File: src/rtl/seq_alu_pkg.sv
// ---------------------------------------------------------------------------
// seq_alu_pkg
// Shared types for the sequential ALU/accumulator block.
//   alu_func_t : 3-bit operation select driven on the Function port.
//   state_t    : top-level control state (idle, or iterative multiply busy).
// ---------------------------------------------------------------------------
package seq_alu_pkg;

    typedef enum logic [2:0] {
        ADD  = 3'd0,
        MUL  = 3'd1,
        SHL  = 3'd2,
        HOLD = 3'd3,
        SUB  = 3'd4,
        SHR  = 3'd5,
        LOAD = 3'd6,
        CLR  = 3'd7
    } alu_func_t;

    typedef enum logic {
        IDLE     = 1'b0,
        MUL_BUSY = 1'b1
    } state_t;

endpackage

File: src/rtl/shift_add_multiplier.sv
// ---------------------------------------------------------------------------
// shift_add_multiplier
// Unsigned DATA_W x DATA_W multiplier, one partial-product step per clock.
// Ports:
//   Clock   : rising-edge clock
//   Reset_b : synchronous, active-high reset (aborts any multiply in flight)
//   start   : latch a/b and begin; ignored while busy
//   a, b    : multiplicand and multiplier
//   busy    : a multiply is in progress
//   done    : high during the last step; product is valid in that cycle
//   product : final product, meaningful only while done is high
// A multiply started at edge E0 performs its steps at edges E1..E_DATA_W;
// done/product are presented combinationally so the consumer can capture
// the result at the same edge that performs the final step.
// ---------------------------------------------------------------------------
module shift_add_multiplier #(
    parameter int DATA_W = 4
) (
    input  logic                Clock,
    input  logic                Reset_b,
    input  logic                start,
    input  logic [DATA_W-1:0]   a,
    input  logic [DATA_W-1:0]   b,
    output logic                busy,
    output logic                done,
    output logic [2*DATA_W-1:0] product
);

    localparam int CNT_W = $clog2(DATA_W + 1);

    logic [2*DATA_W-1:0] mcand;
    logic [2*DATA_W-1:0] partial;
    logic [2*DATA_W-1:0] partial_next;
    logic [DATA_W-1:0]   mplier;
    logic [CNT_W-1:0]    steps_left;

    assign partial_next = mplier[0] ? (partial + mcand) : partial;
    assign done         = busy && (steps_left == CNT_W'(1));
    assign product      = partial_next;

    // NOTE: sequential state is assigned with <= so every register samples
    // the pre-edge values; blocking here would chain the updates.
    always_ff @(posedge Clock) begin
        if (Reset_b) begin
            busy       <= 1'b0;
            steps_left <= '0;
            mcand      <= '0;
            mplier     <= '0;
            partial    <= '0;
        end else if (start && !busy) begin
            busy       <= 1'b1;
            steps_left <= CNT_W'(DATA_W);
            mcand      <= (2*DATA_W)'(a);
            mplier     <= b;
            partial    <= '0;
        end else if (busy) begin
            partial    <= partial_next;
            mcand      <= mcand << 1;
            mplier     <= mplier >> 1;
            steps_left <= steps_left - CNT_W'(1);
            if (steps_left == CNT_W'(1)) begin
                busy <= 1'b0;
            end
        end
    end

endmodule

File: src/rtl/seq_alu_acc.sv
// ---------------------------------------------------------------------------
// seq_alu_acc
// Sequential ALU with a 2*DATA_W-bit accumulator. Each accepted operation
// combines operand Data with the low half of the accumulator and commits the
// result back to the accumulator.
// Ports:
//   Clock       : rising-edge clock
//   Reset_b     : synchronous, active-high reset
//   in_valid    : operation request
//   in_ready    : block can accept an operation (combinational)
//   Data        : operand A
//   Function    : operation select (alu_func_t)
//   ALU_reg_out : accumulator (registered)
//   out_valid   : one-cycle pulse the cycle after each commit (registered)
//   carry       : carry/borrow of the last ADD/SUB (registered)
//   zero        : accumulator is zero (combinational)
// With MUL_ITERATIVE=1 a MUL occupies the block for DATA_W cycles and the
// accumulator keeps its old value until the product is committed.
// ---------------------------------------------------------------------------
module seq_alu_acc
    import seq_alu_pkg::*;
#(
    parameter int DATA_W        = 4,
    parameter int ACC_W         = 2 * DATA_W,
    parameter int MUL_ITERATIVE = 1
) (
    input  logic              Clock,
    input  logic              Reset_b,
    input  logic              in_valid,
    output logic              in_ready,
    input  logic [DATA_W-1:0] Data,
    input  alu_func_t         Function,
    output logic [ACC_W-1:0]  ALU_reg_out,
    output logic              out_valid,
    output logic              carry,
    output logic              zero
);

    // Shift amounts at or beyond the accumulator width flush to zero.
    localparam logic [DATA_W:0] SHIFT_LIMIT = (DATA_W + 1)'(ACC_W);

    state_t           state;
    logic             accept;
    logic             shift_oob;
    logic [ACC_W-1:0] a_ext;
    logic [ACC_W-1:0] b_ext;
    logic [ACC_W-1:0] sum;
    logic [ACC_W-1:0] result;
    logic             result_carry;
    logic             mul_busy;
    logic             mul_done;
    logic [ACC_W-1:0] mul_product;

    assign in_ready  = (state == IDLE) && !Reset_b;
    assign accept    = in_valid && in_ready;
    assign zero      = (ALU_reg_out == '0);
    assign a_ext     = ACC_W'(Data);
    assign b_ext     = ACC_W'(ALU_reg_out[DATA_W-1:0]);
    assign sum       = a_ext + b_ext;
    assign shift_oob = ({1'b0, Data} >= SHIFT_LIMIT);

    // NOTE: every output of this block gets a default first, so no path
    // through the case can leave a signal unassigned and infer a latch.
    always_comb begin
        result       = ALU_reg_out;
        result_carry = carry;
        unique case (Function)
            ADD: begin
                result       = sum;
                result_carry = sum[DATA_W];
            end
            MUL: begin
                result       = a_ext * b_ext;
                result_carry = 1'b0;
            end
            SHL: begin
                result       = shift_oob ? '0 : (b_ext << Data);
                result_carry = 1'b0;
            end
            HOLD: begin
                result       = ALU_reg_out;
                result_carry = carry;
            end
            SUB: begin
                result       = b_ext - a_ext;
                result_carry = (Data > ALU_reg_out[DATA_W-1:0]);
            end
            SHR: begin
                result       = shift_oob ? '0 : (ALU_reg_out >> Data);
                result_carry = 1'b0;
            end
            LOAD: begin
                result       = a_ext;
                result_carry = 1'b0;
            end
            CLR: begin
                result       = '0;
                result_carry = 1'b0;
            end
        endcase
    end

    generate
        if (MUL_ITERATIVE != 0) begin : g_iter_mul
            logic mul_start;
            assign mul_start = accept && (Function == MUL);

            shift_add_multiplier #(
                .DATA_W (DATA_W)
            ) u_mul (
                .Clock   (Clock),
                .Reset_b (Reset_b),
                .start   (mul_start),
                .a       (Data),
                .b       (ALU_reg_out[DATA_W-1:0]),
                .busy    (mul_busy),
                .done    (mul_done),
                .product (mul_product)
            );
        end else begin : g_comb_mul
            assign mul_busy    = 1'b0;
            assign mul_done    = 1'b0;
            assign mul_product = '0;
        end
    endgenerate

    always_ff @(posedge Clock) begin
        if (Reset_b) begin
            ALU_reg_out <= '0;
            out_valid   <= 1'b0;
            carry       <= 1'b0;
            state       <= IDLE;
        end else begin
            out_valid <= 1'b0;
            unique case (state)
                IDLE: begin
                    if (accept) begin
                        if ((MUL_ITERATIVE != 0) && (Function == MUL)) begin
                            state <= MUL_BUSY;
                        end else begin
                            ALU_reg_out <= result;
                            carry       <= result_carry;
                            out_valid   <= 1'b1;
                        end
                    end
                end
                MUL_BUSY: begin
                    if (mul_done) begin
                        ALU_reg_out <= mul_product;
                        carry       <= 1'b0;
                        out_valid   <= 1'b1;
                        state       <= IDLE;
                    end else if (!mul_busy) begin
                        // Multiplier idle without finishing: never wait forever.
                        state <= IDLE;
                    end
                end
            endcase
        end
    end

endmodule

File: config.mk
export PLATFORM = sky130hd
export DESIGN_NAME = seq_alu_acc
export DESIGN_NICKNAME = d
export VERILOG_FILES = /design/src/rtl/seq_alu_pkg.sv /design/src/rtl/shift_add_multiplier.sv /design/src/rtl/seq_alu_acc.sv
export SDC_FILE = /design/constraint.sdc
export NUM_CORES = 1
export LEC_CHECK = 0
export ABC_CLOCK_PERIOD_IN_PS = 3700
export CAP_MARGIN = 20
export CORE_ASPECT_RATIO = 1.4
export CORE_MARGIN = 4
export CORE_UTILIZATION = 50
export DETAILED_ROUTE_END_ITERATION = 8
export HOLD_SLACK_MARGIN = 0.05
export PLACE_DENSITY = 0.77
export SYNTH_ARGS = -nofsm -noshare
export SYNTH_HDL_FRONTEND = slang
export SYNTH_HIERARCHICAL = 1
export SYNTH_SLANG_ARGS = --single-unit
export TNS_END_PERCENT = 50
File: constraint.sdc
create_clock -name Clock -period 3.7 [get_ports Clock]
set_clock_uncertainty 0.05 [all_clocks]
set_input_delay 1.11 -clock Clock [delete_from_list [all_inputs] [get_ports Clock]]
set_output_delay 1.11 -clock Clock [all_outputs]
set_load 0.01 [all_outputs]
== Yosys cells after proc, flatten, opt, wreduce, memory -nomap -nowiden ==
Cells that the tools add are included.

* Bitwise gates (word level): 1
* Reductions and logical operators: 13
* Add/sub/neg operators: 4
* Equal/unequal tests: 12
* Muxes and demuxes: 31
* Magnitude comparators: 2
* Shift operators: 2

{| class="wikitable"
|+ Operators by type and width
! kind !! number
|-
| $mux W8 || 6
|-
| $pmux W8 S6 || 1
|-
| $mux W4 || 4
|-
| $pmux W8 S2 || 1
|-
| $mux W1 || 13
|-
| $eq A3 B3 Y1 const B || 4
|-
| $add A8 B8 Y8 || 1
|-
| $logic_not A8 Y1 || 1
|-
| $shl A4 B4 Y8 || 1
|-
| $shr A8 B4 Y8 || 1
|-
| $eq A3 B1 Y1 const B || 2
|-
| $eq A3 B2 Y1 const B || 2
|-
| $mux W3 || 2
|-
| $ne A2 B2 Y1 const B || 3
|-
| $pmux W1 S2 || 3
|-
| $add A4 B4 Y5 || 1
|-
| $logic_and A1 B1 Y1 || 5
|-
| $sub A4 B4 Y5 || 1
|-
| $ge A4 B4 Y1 const B || 1
|-
| $gt A4 B4 Y1 || 1
|-
| $reduce_and A4 Y1 || 1
|-
| $reduce_or A4 Y1 || 1
|-
| $logic_not A3 Y1 || 1
|-
| $pmux W1 S3 || 1
|-
| 6 further kinds || 7
|}

* Input port bits: 10
* Logic and storage cells: 76
* Bits in registers: 35
* Output and inout port bits: 12

== Depth between registers and ports, before layout ==
* Depth after elaboration: 6
* Depth in mapped cells: 12
* Mapped depth without buffers: 12

== Modules after synthesis ==
Netlist, hierarchy kept.

{| class="wikitable"
|+ Modules (own cells, without submodules)
! module !! instances !! cells an instance !! area each (um2) !! sequential area each (um2)
|-
| seq_alu_acc || 1 || 193 || 1491.4 || 220.2
|-
| shift_add_multiplier || 1 || 170 || 1436.4 || 480.5
|}

== Least setup slack after synthesis ==
No wires, ideal clock.

* Path type: input to register
* Start: input Data[1]
* End: register ALU_reg_out[3]
* Cell stages on the path: 9
* Data required time: 3.559 ns
* Path slack: 0.716 ns
* Data arrival time: 2.843 ns
* Path through: buf_2 > buf_2 > inv_1 > ha_1 > nand3b_1 > nand2_1 > xnor2_1 > or4b_1 > a311oi_1

* Word-level cells in the longest chain between the ends: 6
* Elaborated cells on any way between the ends: 11

{| class="wikitable"
|+ Ends and longest elaborated chain
! item !! RTL line !! RTL
|-
| start, declared || seq_alu_acc.sv:31 || <nowiki>input logic [DATA_W-1:0] Data,</nowiki>
|-
| $shr A8 B4 Y8 (tied with other cells) || seq_alu_acc.sv:89 || <nowiki>result = shift_oob ? '0 : (ALU_reg_out >> Data);</nowiki>
|-
| $mux W8, on equally long branches || seq_alu_acc.sv:89, seq_alu_acc.sv:77 ||
|-
| $pmux W8 S6 (*) || seq_alu_acc.sv:67 || <nowiki>unique case (Function)</nowiki>
|-
| $mux W8 (*) || seq_alu_acc.sv:138 || <nowiki>if ((MUL_ITERATIVE != 0) && (Function == MUL)) begin</nowiki>
|-
| $mux W8 (*) || seq_alu_acc.sv:137 || <nowiki>if (accept) begin</nowiki>
|-
| $pmux W8 S2 (*) || seq_alu_acc.sv:135 || <nowiki>unique case (state)</nowiki>
|-
| end signal, assigned || seq_alu_acc.sv:141 || <nowiki>ALU_reg_out <= result;</nowiki>
|-
| end signal, assigned || seq_alu_acc.sv:149 || <nowiki>ALU_reg_out <= mul_product;</nowiki>
|-
| end, declared || seq_alu_acc.sv:33 || <nowiki>output logic [ACC_W-1:0] ALU_reg_out,</nowiki>
|}

Mark *: on every way between the ends. The rest lies on a longest branch, timed or not. The select of a mux whose other input is x is not followed.
A chain may end at the register's enable or synchronous reset.

== Worst setup path after layout ==
* Start: input Reset_b
* End: output in_ready

* Word-level cells in the longest chain between the ends: 2

{| class="wikitable"
|+ Ends and longest elaborated chain
! item !! RTL line !! RTL
|-
| start, declared || seq_alu_acc.sv:28 || <nowiki>input logic Reset_b,</nowiki>
|-
| $logic_not A1 Y1 || seq_alu_acc.sv:54 || <nowiki>assign in_ready = (state == IDLE) && !Reset_b;</nowiki>
|-
| $logic_and A1 B1 Y1 || seq_alu_acc.sv:54 ||
|-
| end, declared || seq_alu_acc.sv:30 || <nowiki>output logic in_ready,</nowiki>
|}

Every way passes these cells.

==> results.md <==
* Synth Flop Type: dfxtp_1
* Kind of critical path: in -> out
* Chip Height at 98.5 um
* Largest net degree at the start of global routing at 36
* Final worst path period share at 94.6%
* Clk slew on worst S/H paths at 80 ps
* PwrDens at 258 mW/mm^2
* Flop2flop setup slack at about 940 ps
* # hold bufs at CTS at 0
* Max IR drop VDD at 0.000170 V
* Port Buf Inserts at 21
* Vias in the first global route at 2,835
* Vias per inst at 6.23
* Crit path to: in_ready
* Site row count at 32
* Avg Synthesized Cell Area at roughly 8 um^2
* Routed length per instance at about 17 um
* Fin cells at 453
* Clk Latency, worst-skew pair at 290 ps
* Initial Util at 52.2%
* Number of cells on the worst reg-to-reg path at 12
* CTS resizes at 0
* Largest family of logic cells by synthesized area: simple AND/OR/NAND/NOR gates
* Max-slew violation count at 0
* WP data arrival at 2340 ps
* Xor and xnor fraction of the mapped netlist area at 2.69%
* Drt drc at 0
* Die footprint at 0.00716 mm^2
* Switching pwr at roughly 0.00026 W
* Fmax at 0.286 GHz
* Final hold slack at 415 ps
* DRT antenna net count at 0
* Setup_tns at 0 ps
* Initial DRC count at 259
* Share of flip-flops with an asynchronous set or reset at 0%
* Req. time, crit path at 2540 ps
* All-Layer GR Usage at 22.6%
* Mux contribution to synthesized area at 11.8%
* Share of cells above drive strength 1 at 10.9%
* Clk sink count at 35
* Number of max-cap violations at 0
* Worst-Margin Slew at around 560 ps
* Reg-to-reg critical path endpoint: ALU_reg_out[6]
* Root buf cell: clkbuf_8
* Nets@finish at 416
* Via Count at around 2,800
* Syn-to-layout area delta at 13.6%
* Status: complete, no violations
* Fill cells at between 500 and 600
* Critical Path Start: Reset_b
* Wirelength, routed at 7720 um
* Area of the mapped netlist at 0.00293 mm^2
* Clock group share of total power at 32.5%
* Cts bufs inserted at 5
* Synth Area in Compound Gates at 22.2%
* Util after Layout at ~60%
* Class of the worst hold path: reg -> reg
* P_int at 0.000599 W
* CTS tree: done
* Simple-gate portion of the synthesized area at approximately a quarter
* Total gr overflow at 0
* Final Total Pwr at between 0.0008 and 0.0009 W
* First-pass GRT wire length at about 13,000 um
* # Post-CTS Setup Buffers at 0
* Synth cell types at 68
* Post-synth EDFFs at 0
* Initial antenna violation count at 0
* Net Sw Frac at 30.2%
* Placed Cells at around 450
* Sequential area share after synthesis at 23.9%
* Seq pwr share at 46.3%
* Worst-path fanout max at 2
* IO Count at 22
* Period minus WS final at 3500 ps
* Die Wd at 72.7 um
* Ant. Diodes at 0
* Synth Register Bits at 35
* Synth warnings at 6
* Worst Setup Start Kind: input port
* Synth Instances at roughly 360
* Post-synthesis adder-cell area fraction at between 10% and 20%
* GP Congestion at ~0.95
* Slew HR at between 60% and 70%
* CORE AREA at 0.00561 mm^2
* Clock Path Buffers at 2
* H-tree depth at 2
* Syn Nets at 395
* Comb power frac at 21.2%
* DR pass1 iterations at 5
* Final setup violation count at 0
* R2r startpoint: g_iter_mul.u_mul/partial[0]
* Hpwl dp at 5790 um
* Lkg Pwr at 1.27 nW
* Final hold violations at 0
* CP endpoint kind: output port
* Setup repair after global routing missed its margin: no
## critical path, cell delays in order
cell and delay [ps]:
clkdlybuf4s50_1 460, nor2_1 200, clkdlybuf4s50_1 570
## Yosys cell counts (2+ instances only)
| master | number | area share [%] |
|---|---|---|
| nor3_1 | 10 | 1.7 |
| fa_1 | 3 | 2.1 |
| buf_1 | 3 | 0.38 |
| buf_2 | 7 | 1.2 |
| a21oi_1 | 25 | 4.3 |
| and3_1 | 4 | 0.85 |
| mux2i_1 | 22 | 7.5 |
| mux4_2 | 3 | 2.3 |
| inv_1 | 19 | 2.4 |
| or4_1 | 4 | 1.0 |
| nand2_1 | 23 | 2.9 |
| a2111oi_0 | 2 | 0.60 |
| o21bai_1 | 5 | 1.3 |
| mux2_2 | 4 | 1.5 |
| o211a_1 | 2 | 0.68 |
| o21ai_0 | 15 | 2.6 |
| nor2_1 | 41 | 5.3 |
| nand3_1 | 12 | 2.1 |
| nor3b_1 | 3 | 0.77 |
| nand3b_1 | 3 | 0.77 |
| nand2b_1 | 6 | 1.3 |
| dfxtp_1 | 35 | 24 |
| o31ai_1 | 2 | 0.51 |
| ha_1 | 19 | 8.1 |
| o21a_1 | 2 | 0.51 |
| a22oi_1 | 4 | 1.0 |
| a221oi_1 | 2 | 0.60 |
| clkbuf_1 | 11 | 1.4 |
| a32oi_1 | 2 | 0.60 |
| a21o_1 | 2 | 0.51 |
| nor4_1 | 2 | 0.43 |
| a311oi_1 | 3 | 0.90 |
| o21ai_1 | 4 | 0.68 |
| a211oi_1 | 6 | 1.5 |
| a31oi_1 | 4 | 0.85 |
| xor2_1 | 2 | 0.60 |
| a21oi_2 | 3 | 0.90 |
| nor2b_1 | 8 | 1.7 |
| xnor2_1 | 7 | 2.1 |
## cells by family after synthesis
kind of cell | after synthesis
XOR/XNOR | 9
AND/OR/NAND/NOR | 131
flip-flops | 35
buffers and inverters | 41
multiplexers | 30
adder cells (fa/ha/maj) | 22
AO/OA/AOI/OAI | 95
## placed cells by master (no fill, tap or decap), types with 3 or more instances in the layout
master	n
nor2_1	41
dfxtp_1	35
a21oi_1	25
nand2_1	23
mux2i_1	22
clkdlybuf4s50_1	21
inv_1	19
ha_1	19
o21ai_0	15
buf_4	14
nand3_1	12
nor3_1	10
nor2b_1	8
xnor2_1	7
nand2b_1	6
a211oi_1	6
o21bai_1	5
clkbuf_8	5
or4_1	4
and3_1	4
a22oi_1	4
o21ai_1	4
mux2_2	4
a31oi_1	4
nor3b_1	3
a21oi_2	3
a311oi_1	3
mux4_2	3
nand3b_1	3
fa_1	3
## final cells by class
class / instances / area [um^2] / share of cell area (%)
clock inverters: 2 / 12.5 / 0.376
repair buffers: 35 / 315 / 9.48
clock buffers: 6 / 72.6 / 2.18
inverters: 20 / 75.1 / 2.26
well taps: 68 / 85.1 / 2.56
flip-flops and latches: 35 / 701 / 21.1
multi-input cells: 287 / 2060 / 62.1
## worst min path at each step
stage	from	end	slack [ps]	cells after the start
floorplan	g_iter_mul.u_mul/steps_left[1]	g_iter_mul.u_mul/steps_left[1]	410	2
detailed placement	carry	carry	400	2
global route	carry	carry	430	2
finish	carry	carry	420	2
global placement	carry	carry	390	2
CTS	carry	carry	420	2
## per-layer routing
layer	global-route usage (%)	wire length, um	vias up
li1	-	-	1373
met1	26.0	2930	1311
met2	37.8	3970	103
met3	3.47	423	33
met4	14.8	391	0
met5	0	0	-
## power by group through the flow
stage	Combinational (W)	Sequential, W	Clock (W)
detailed placement	0.000180	0.000406	0
finish	0.000182	0.000397	0.000278
CTS	0.000181	0.000397	0.000284
global route	0.000199	0.000399	0.000305
global placement	0.000178	0.000405	0
floorplan	0.000110	0.000406	0
## stage by stage
step | worst slack (ps) | instance area (um^2)
6_report | 202 | 3330
5_1_grt | 143 | 3330
4_1_cts | 230 | 3330
3_5_place_dp | 229 | 3240
3_3_place_gp | 222 | 3240
2_1_floorplan | 716 | 2930
## sequential cells by signal, summed over array words and instances, names as in the netlist
| register | flops |
|---|---|
| out_valid | 1 |
| carry | 1 |
| g_iter_mul.u_mul/partial | 8 |
| g_iter_mul.u_mul/mplier | 4 |
| state | 1 |
| ALU_reg_out | 8 |
| g_iter_mul.u_mul/steps_left | 3 |
| g_iter_mul.u_mul/mcand | 8 |
| g_iter_mul.u_mul/busy | 1 |
No activity file was read; power rests on OpenSTA's default activity.
